<file path="src/rtl/ram8_pkg.sv">
// Shared constants and FSM state type for the ram8 register file and its
// sequencing front end.
package ram8_pkg;

  localparam int unsigned DW         = 32;
  localparam int unsigned AW         = 3;
  localparam int unsigned RAM8_DEPTH = 8;

  typedef enum logic [2:0] {
    ST_IDLE    = 3'd0,
    ST_WR      = 3'd1,
    ST_RD      = 3'd2,
    ST_RD_HOLD = 3'd3,
    ST_FIN     = 3'd4
  } ram8_ctrl_state_t;

endpackage

</file>
<file path="src/rtl/ram8_ctrl_if.sv">
// Command, write-data and read-data streams of ram8_ctrl, plus its done/err
// status pulses. The master side is the bus initiator.
interface ram8_ctrl_if #(
  parameter int unsigned DW = ram8_pkg::DW,
  parameter int unsigned AW = ram8_pkg::AW
);

  logic          cmd_valid;
  logic          cmd_ready;
  logic          cmd_write;
  logic [AW-1:0] cmd_addr;
  logic [AW:0]   cmd_len;

  logic          wr_valid;
  logic          wr_ready;
  logic [DW-1:0] wr_data;

  logic          rd_valid;
  logic          rd_ready;
  logic [DW-1:0] rd_data;

  logic          done;
  logic          err;

  modport master (
    output cmd_valid, cmd_write, cmd_addr, cmd_len,
    output wr_valid, wr_data,
    output rd_ready,
    input  cmd_ready, wr_ready, rd_valid, rd_data, done, err
  );

  modport slave (
    input  cmd_valid, cmd_write, cmd_addr, cmd_len,
    input  wr_valid, wr_data,
    input  rd_ready,
    output cmd_ready, wr_ready, rd_valid, rd_data, done, err
  );

endinterface

</file>
<file path="src/rtl/ram8_ctrl.sv">
// Burst sequencer in front of ram8: turns one accepted command into a run of
// single-word RAM accesses with wrapping address and streamed data.
module ram8_ctrl #(
  parameter int unsigned DW = ram8_pkg::DW,
  parameter int unsigned AW = ram8_pkg::AW
) (
  input  logic          clk,
  input  logic          rst_n,
  ram8_ctrl_if.slave    bus,
  output logic          mem_en,
  output logic          mem_read,
  output logic [AW-1:0] mem_addr,
  output logic [DW-1:0] mem_wdata,
  input  logic [DW-1:0] mem_rdata
);

  import ram8_pkg::*;

  localparam logic [AW:0] MAX_LEN = (AW+1)'(1 << AW);
  localparam logic [AW:0] LEN_ONE = (AW+1)'(1);

  ram8_ctrl_state_t state;
  logic [AW-1:0]    ptr;
  logic [AW:0]      cnt;
  logic [DW-1:0]    rd_q;
  logic             rd_v;
  logic             err_q;

  logic             cmd_fire;
  logic             cmd_legal;
  logic             wr_fire;

  assign cmd_fire  = (state == ST_IDLE) && bus.cmd_valid;
  assign cmd_legal = (bus.cmd_len != '0) && (bus.cmd_len <= MAX_LEN);
  assign wr_fire   = (state == ST_WR) && bus.wr_valid;

  always_ff @(posedge clk) begin
    if (!rst_n) begin
      state <= ST_IDLE;
      ptr   <= '0;
      cnt   <= '0;
      rd_q  <= '0;
      rd_v  <= 1'b0;
      err_q <= 1'b0;
    end else begin
      err_q <= 1'b0;
      case (state)
        ST_IDLE: begin
          if (cmd_fire) begin
            ptr <= bus.cmd_addr;
            cnt <= bus.cmd_len;
            if (cmd_legal) begin
              state <= bus.cmd_write ? ST_WR : ST_RD;
            end else begin
              err_q <= 1'b1;
            end
          end
        end
        ST_WR: begin
          if (bus.wr_valid) begin
            ptr <= ptr + 1'b1;
            cnt <= cnt - 1'b1;
            if (cnt == LEN_ONE) begin
              state <= ST_FIN;
            end
          end
        end
        ST_RD: begin
          rd_q  <= mem_rdata;
          rd_v  <= 1'b1;
          ptr   <= ptr + 1'b1;
          cnt   <= cnt - 1'b1;
          state <= ST_RD_HOLD;
        end
        ST_RD_HOLD: begin
          if (bus.rd_ready) begin
            rd_v  <= 1'b0;
            state <= (cnt == '0) ? ST_FIN : ST_RD;
          end
        end
        ST_FIN: begin
          state <= ST_IDLE;
        end
        default: begin
          state <= ST_IDLE;
        end
      endcase
    end
  end

  // RAM pins are idle-zero so nothing but a live beat ever reaches ram8.
  always_comb begin
    mem_en    = 1'b0;
    mem_read  = 1'b0;
    mem_addr  = '0;
    mem_wdata = '0;
    if (wr_fire) begin
      mem_en    = 1'b1;
      mem_addr  = ptr;
      mem_wdata = bus.wr_data;
    end else if (state == ST_RD) begin
      mem_en   = 1'b1;
      mem_read = 1'b1;
      mem_addr = ptr;
    end
  end

  assign bus.cmd_ready = (state == ST_IDLE);
  assign bus.wr_ready  = (state == ST_WR);
  assign bus.rd_valid  = rd_v;
  assign bus.rd_data   = rd_q;
  assign bus.done      = (state == ST_FIN);
  assign bus.err       = err_q;

  a_rd_stable: assert property (@(posedge clk) disable iff (!rst_n)
    (bus.rd_valid && !bus.rd_ready) |=> (bus.rd_valid && $stable(bus.rd_data)));

  a_err_done_excl: assert property (@(posedge clk) disable iff (!rst_n)
    !(bus.err && bus.done));

  a_mem_busy_only: assert property (@(posedge clk) disable iff (!rst_n)
    mem_en |-> !bus.cmd_ready);

endmodule

</file>
<file path="src/flat_wrapper.sv">
// flat-port wrapper written by rule: the top's interface ports become plain ports
module ram8_ctrl_flat import ram8_pkg::*;
#(
  parameter int unsigned DW = ram8_pkg::DW,
  parameter int unsigned AW = ram8_pkg::AW
)
  (clk, rst_n, mem_en, mem_read, mem_addr, mem_wdata, mem_rdata, bus_cmd_valid, bus_cmd_write, bus_cmd_addr, bus_cmd_len, bus_wr_valid, bus_wr_data, bus_rd_ready, bus_cmd_ready, bus_wr_ready, bus_rd_valid, bus_rd_data, bus_done, bus_err);
  ram8_ctrl_if #(.DW(DW), .AW(AW)) bus_i ();
  input  logic clk;
  input  logic rst_n;
  output logic mem_en;
  output logic mem_read;
  output logic [AW-1:0] mem_addr;
  output logic [DW-1:0] mem_wdata;
  input  logic [DW-1:0] mem_rdata;
  input wire logic [$bits(bus_i.cmd_valid)-1:0] bus_cmd_valid;
  input wire logic [$bits(bus_i.cmd_write)-1:0] bus_cmd_write;
  input wire logic [$bits(bus_i.cmd_addr)-1:0] bus_cmd_addr;
  input wire logic [$bits(bus_i.cmd_len)-1:0] bus_cmd_len;
  input wire logic [$bits(bus_i.wr_valid)-1:0] bus_wr_valid;
  input wire logic [$bits(bus_i.wr_data)-1:0] bus_wr_data;
  input wire logic [$bits(bus_i.rd_ready)-1:0] bus_rd_ready;
  output wire logic [$bits(bus_i.cmd_ready)-1:0] bus_cmd_ready;
  output wire logic [$bits(bus_i.wr_ready)-1:0] bus_wr_ready;
  output wire logic [$bits(bus_i.rd_valid)-1:0] bus_rd_valid;
  output wire logic [$bits(bus_i.rd_data)-1:0] bus_rd_data;
  output wire logic [$bits(bus_i.done)-1:0] bus_done;
  output wire logic [$bits(bus_i.err)-1:0] bus_err;
  assign bus_i.cmd_valid = bus_cmd_valid;
  assign bus_i.cmd_write = bus_cmd_write;
  assign bus_i.cmd_addr = bus_cmd_addr;
  assign bus_i.cmd_len = bus_cmd_len;
  assign bus_i.wr_valid = bus_wr_valid;
  assign bus_i.wr_data = bus_wr_data;
  assign bus_i.rd_ready = bus_rd_ready;
  assign bus_cmd_ready = bus_i.cmd_ready;
  assign bus_wr_ready = bus_i.wr_ready;
  assign bus_rd_valid = bus_i.rd_valid;
  assign bus_rd_data = bus_i.rd_data;
  assign bus_done = bus_i.done;
  assign bus_err = bus_i.err;
  ram8_ctrl #(.DW(DW), .AW(AW)) u_core (.clk(clk), .rst_n(rst_n), .bus(bus_i), .mem_en(mem_en), .mem_read(mem_read), .mem_addr(mem_addr), .mem_wdata(mem_wdata), .mem_rdata(mem_rdata));
endmodule
</file>
<file path="config.mk">
export PLATFORM = sky130hd
export DESIGN_NAME = ram8_ctrl_flat
export DESIGN_NICKNAME = d
export VERILOG_FILES = /design/src/rtl/ram8_pkg.sv /design/src/rtl/ram8_ctrl_if.sv /design/src/rtl/ram8_ctrl.sv /design/src/flat_wrapper.sv
export SDC_FILE = /design/constraint.sdc
export NUM_CORES = 1
export LEC_CHECK = 0
export CAP_MARGIN = 20
export CORE_UTILIZATION = 35
export CTS_CLUSTER_DIAMETER = 100
export CTS_CLUSTER_SIZE = 24
export DETAILED_ROUTE_END_ITERATION = 10
export PLACE_DENSITY = 0.81
export SLEW_MARGIN = 20
export SYNTH_ARGS = -nofsm -noshare
export SYNTH_HDL_FRONTEND = slang
export SYNTH_SLANG_ARGS = --single-unit
</file>
<file path="constraint.sdc">
create_clock -name clk -period 1.9 [get_ports clk]
set_input_delay 0.38 -clock clk [delete_from_list [all_inputs] [get_ports clk]]
set_output_delay 0.38 -clock clk [all_outputs]
set_load 0.01 [all_outputs]
</file>
==> impl_table.tex <==
\begin{tabular}{lr}
\hline
Metric & Value \\
\hline
\multicolumn{2}{l}{\textbf{Outcome}} \\
Run status & finished, final reports clean \\
\multicolumn{2}{l}{\textbf{Synth}} \\
Synthesized cell area & roughly 2200 um2 \\
Synthesis-stage register bit count & 44 \\
Average size of a mapped cell & 8.072 um2 \\
Synthesized netlist net count & $\sim$350 \\
Total of warnings raised by yosys & 0 \\
Post-synthesis instance total & roughly 270 \\
Seq/Total Area, Yosys & approximately two fifths \\
Library cells used by synthesis & 38 \\
\multicolumn{2}{l}{\textbf{Power and ir drop}} \\
Total power density per cell area & between 500 and 600 nW/um2 \\
Leakage power & about 1.5 nW \\
Overall power after layout & between 2 and 2.5 mW \\
Maximum resistive drop on vdd & about 0.00032 V \\
\multicolumn{2}{l}{\textbf{CTS}} \\
Buffer cell driving the clock tree root & sky130\_fd\_sc\_hd\_\_clkbuf\_8 \\
CTS tree & built \\
Number of hold-repair buffers added at the cts stage & 0 \\
TritonCTS Buffers & 5 \\
Clock slew at reported path FFs & $\sim$0.080 ns \\
Number of H-tree levels & 2 \\
Insertion delay of the later-clocked pin in the worst-skew pair & approximately 0.28 ns \\
Number of sinks on the clock net & between 40 and 50 \\
Longest Clk Path Bufs & 2 \\
\multicolumn{2}{l}{\textbf{Setup path}} \\
Internal reg-to-reg setup slack & about 0.27 ns \\
Nature of the critical path startpoint & flip-flop \\
Worst setup path class & reg -> out \\
Worst endpoint data arrival time & between 1 and 1.5 ns \\
Launch point of the worst reg-to-reg path & u\_core.cnt[0] \\
WP data required & approximately 1.5 ns \\
Cell depth of the worst flop-to-flop path & 6 \\
End of the worst register-to-register path & u\_core.state[1] \\
Start point of the critical path & u\_core.state[2] \\
Critical path capture point & mem\_wdata[4] \\
Critical path capture point type & output port \\
Crit path max fanout & 18 \\
\multicolumn{2}{l}{\textbf{Placement}} \\
Cell Count Post-Placement & approximately 490 \\
Worst slack, placed & -0.4731 ns \\
Detailed-placement wirelength estimate & about 4700 um \\
Port bufs & 150 \\
Final weighted congestion in routability-driven placement & 0.7907 \\
Cell area after placement & between 3000 and 4000 um2 \\
\multicolumn{2}{l}{\textbf{GRT}} \\
Maximum number of pins on one net before global-route repair & 42 \\
Aggregate global-route resource usage & about 18\% \\
Via count of the first global-routing pass & about 2.2k \\
Total global routing overflow & 0 \\
Wire length of the first global-routing pass & between 9000 and 10000 um \\
Antenna violations before repair & 0 \\
\multicolumn{2}{l}{\textbf{Route}} \\
Routed Antenna Nets & 0 \\
Remaining design rule violation count & 0 \\
Number of iterations in the first detailed-routing pass & 4 \\
Routed len/inst & about 12 um \\
Number of vias after detailed routing & approximately 2.3k \\
Vias per cell & roughly 4.6 \\
Total wire length & between 6000 and 7000 um \\
Number of violations reported at the end of detailed-routing iteration 0 & 32 \\
\multicolumn{2}{l}{\textbf{STA}} \\
Final slew viol count & 0 \\
Max Freq & 538.0 MHz \\
Unrepaired setup endpoints after global routing & true \\
Smallest hold slack & approximately 0.46 ns \\
Slew headroom & between 70 and 80\% \\
Slew @ Worst Pin & approximately 0.42 ns \\
Time the final worst path needs with I/O delays and setup & 1.859 ns \\
Setup-violating endpoint count in the final report & 0 \\
Post-route fraction of the period consumed by the critical path & 97.83\% \\
Final count of hold timing violations & 0 \\
Post-route clock skew & slightly below 0.005 ns \\
Worst Slack Setup Final & 0.04132 ns \\
\multicolumn{2}{l}{\textbf{Min path}} \\
Classification of the worst-slack hold path & reg -> reg \\
Hold depth & 2 \\
\multicolumn{2}{l}{\textbf{Final layout}} \\
Layout Cell Area excl Fill & $\sim$3800 um2 \\
Most common library cell in the layout ignoring fill and taps & sky130\_fd\_sc\_hd\_\_clkdlybuf4s50\_1 \\
Proportion of layout cells with a drive suffix above 1 & about 15\% \\
Layout Cells excl Fill & 500 \\
Most frequent cells in the layout & sky130\_fd\_sc\_hd\_\_clkdlybuf4s50\_1 (109), sky130\_fd\_sc\_hd\_\_nand2\_1 (71), sky130\_fd\_sc\_hd\_\_dfxtp\_1 (43) \\
Antenna cell count & 0 \\
Number of nets in the finished design & about 500 \\
Area growth from synthesis to layout & 76.11\% \\
\multicolumn{2}{l}{\textbf{Floorplan}} \\
Effective utilization at floorplan & between 30\% and 40\% \\
Die outline width & slightly above 80 um \\
Area of the die & 6500 um2 \\
Die boundary height & 80.62 um \\
Std cell rows & 28 \\
Core ar. & 5956 um2 \\
I/O pins & 151 \\
\multicolumn{2}{l}{\textbf{Run}} \\
Max-cap violation count & 0 \\
\hline
\end{tabular}
[critical path, stage by stage, from the launching register on]
cell and delay (ns):
sky130_fd_sc_hd__dfxtp_2 0.34, sky130_fd_sc_hd__and4bb_4 0.37, sky130_fd_sc_hd__buf_6 0.12, sky130_fd_sc_hd__buf_12 0.11, sky130_fd_sc_hd__and2_1 0.13, sky130_fd_sc_hd__buf_2 0.13
[metrics by stage]
stage	util [%]	setup TNS, ns
5_1_grt	63.97	-0.1507
3_3_place_gp	64.18	-15.39
2_1_floorplan	-	0
4_1_cts	64.37	-0.02731
3_5_place_dp	64.18	-16.08
6_report	63.97	0
[flip-flops by register name, indices dropped and copies added (netlist names)]
register             cells
u_core.bus.err           1
u_core.bus.rd_data      32
u_core.bus.rd_valid      1
u_core.cnt               4
u_core.ptr               3
u_core.state             3
[synth_stat cells]
master	n	share of area [%]
sky130_fd_sc_hd__nand2_1	71	12
sky130_fd_sc_hd__dfxtp_1	44	41
sky130_fd_sc_hd__and2_1	33	9.5
sky130_fd_sc_hd__a21boi_0	30	10
sky130_fd_sc_hd__clkbuf_1	10	1.7
sky130_fd_sc_hd__nor3_1	7	1.6
sky130_fd_sc_hd__nor2_1	6	1.0
sky130_fd_sc_hd__nor2b_1	6	1.7
sky130_fd_sc_hd__inv_1	5	0.87
sky130_fd_sc_hd__mux2i_1	5	2.3
sky130_fd_sc_hd__o21a_1	4	1.4
sky130_fd_sc_hd__o21ai_0	4	0.93
sky130_fd_sc_hd__o22ai_1	4	1.2
sky130_fd_sc_hd__a21boi_1	3	1.0
sky130_fd_sc_hd__a21oi_1	3	0.69
sky130_fd_sc_hd__buf_2	3	0.69
sky130_fd_sc_hd__buf_4	3	1.0
sky130_fd_sc_hd__ha_1	3	1.7
sky130_fd_sc_hd__a2111oi_0	2	0.81
sky130_fd_sc_hd__a211oi_1	2	0.69
sky130_fd_sc_hd__and3_1	2	0.58
sky130_fd_sc_hd__nand2b_1	2	0.58
sky130_fd_sc_hd__a21o_1	1	0.35
sky130_fd_sc_hd__a31oi_1	1	0.29
sky130_fd_sc_hd__and2b_1	1	0.35
sky130_fd_sc_hd__and4bb_4	1	0.75
sky130_fd_sc_hd__buf_6	1	0.52
sky130_fd_sc_hd__inv_2	1	0.17
sky130_fd_sc_hd__nand2_2	1	0.29
sky130_fd_sc_hd__nor2_4	1	0.52
sky130_fd_sc_hd__nor3b_1	1	0.35
sky130_fd_sc_hd__nor3b_2	1	0.58
sky130_fd_sc_hd__nor4_1	1	0.29
sky130_fd_sc_hd__nor4bb_1	1	0.46
sky130_fd_sc_hd__o31a_1	1	0.40
sky130_fd_sc_hd__o31ai_1	1	0.35
sky130_fd_sc_hd__or2_1	1	0.29
sky130_fd_sc_hd__xnor2_1	1	0.40
[what timing repair did]
action | CTS | global route
resized for setup | 123 | 10
pin swaps | 1 | 1
buffers inserted | 1 | 0
setup endpoints to repair | 40 | 33
[power breakdown]
group	internal, mW	switching (mW)	total, mW
Sequential	0.972	0.0337	1.01
Combinational	0.347	0.232	0.580
Clock	0.295	0.295	0.590
Total	1.62	0.561	2.18
[routing by layer]
metal,GRT usage (%),part of all wire [%],vias up
met2,34.41,51,81
met5,0,0,-
met3,3.636,6.5,0
met4,2.679,0,0
li1,-,-,1187
met1,20.67,42,1040
[kinds of logic (layout without fill, tap and decap cells)]
| group | Yosys count | in the layout | share of synthesized area (%) |
|---|---|---|---|
| AOI/OAI and AO/OA | 56 | 56 | 18.51 |
| xor gates and xnor gates | 1 | 1 | 0.4049 |
| adders and majority gates | 3 | 3 | 1.735 |
| buffers and inverters | 23 | 180 | 5.032 |
| DFF | 44 | 44 | 40.72 |
| muxes | 5 | 5 | 2.314 |
| and+or+nand+nor | 136 | 136 | 31.29 |
[worst min path at each step]
| stage | to | slack [ns] | from |
|---|---|---|---|
| 6_report | u_core.bus.rd_data[6] | 0.46 | u_core.bus.rd_data[6] |
| 2_1_floorplan | u_core.ptr[2] | 0.44 | u_core.ptr[2] |
| 3_3_place_gp | u_core.bus.rd_data[6] | 0.44 | u_core.bus.rd_data[6] |
| 3_5_place_dp | u_core.bus.rd_data[6] | 0.45 | u_core.bus.rd_data[6] |
| 4_1_cts | u_core.bus.rd_data[6] | 0.46 | u_core.bus.rd_data[6] |
| 5_1_grt | u_core.bus.rd_data[5] | 0.47 | u_core.bus.rd_data[5] |
[cell type report]
class / instances / area, um2
fillers: 538 / 2146
clock buffers: 7 / 86.33
inverters: 6 / 22.52
well taps: 75 / 93.84
clock inverters: 1 / 7.507
flip-flops and latches: 44 / 882.1
multi-input cells: 201 / 1182
repair buffers: 166 / 1535
Note: power is estimated with default switching activity, not from simulation.
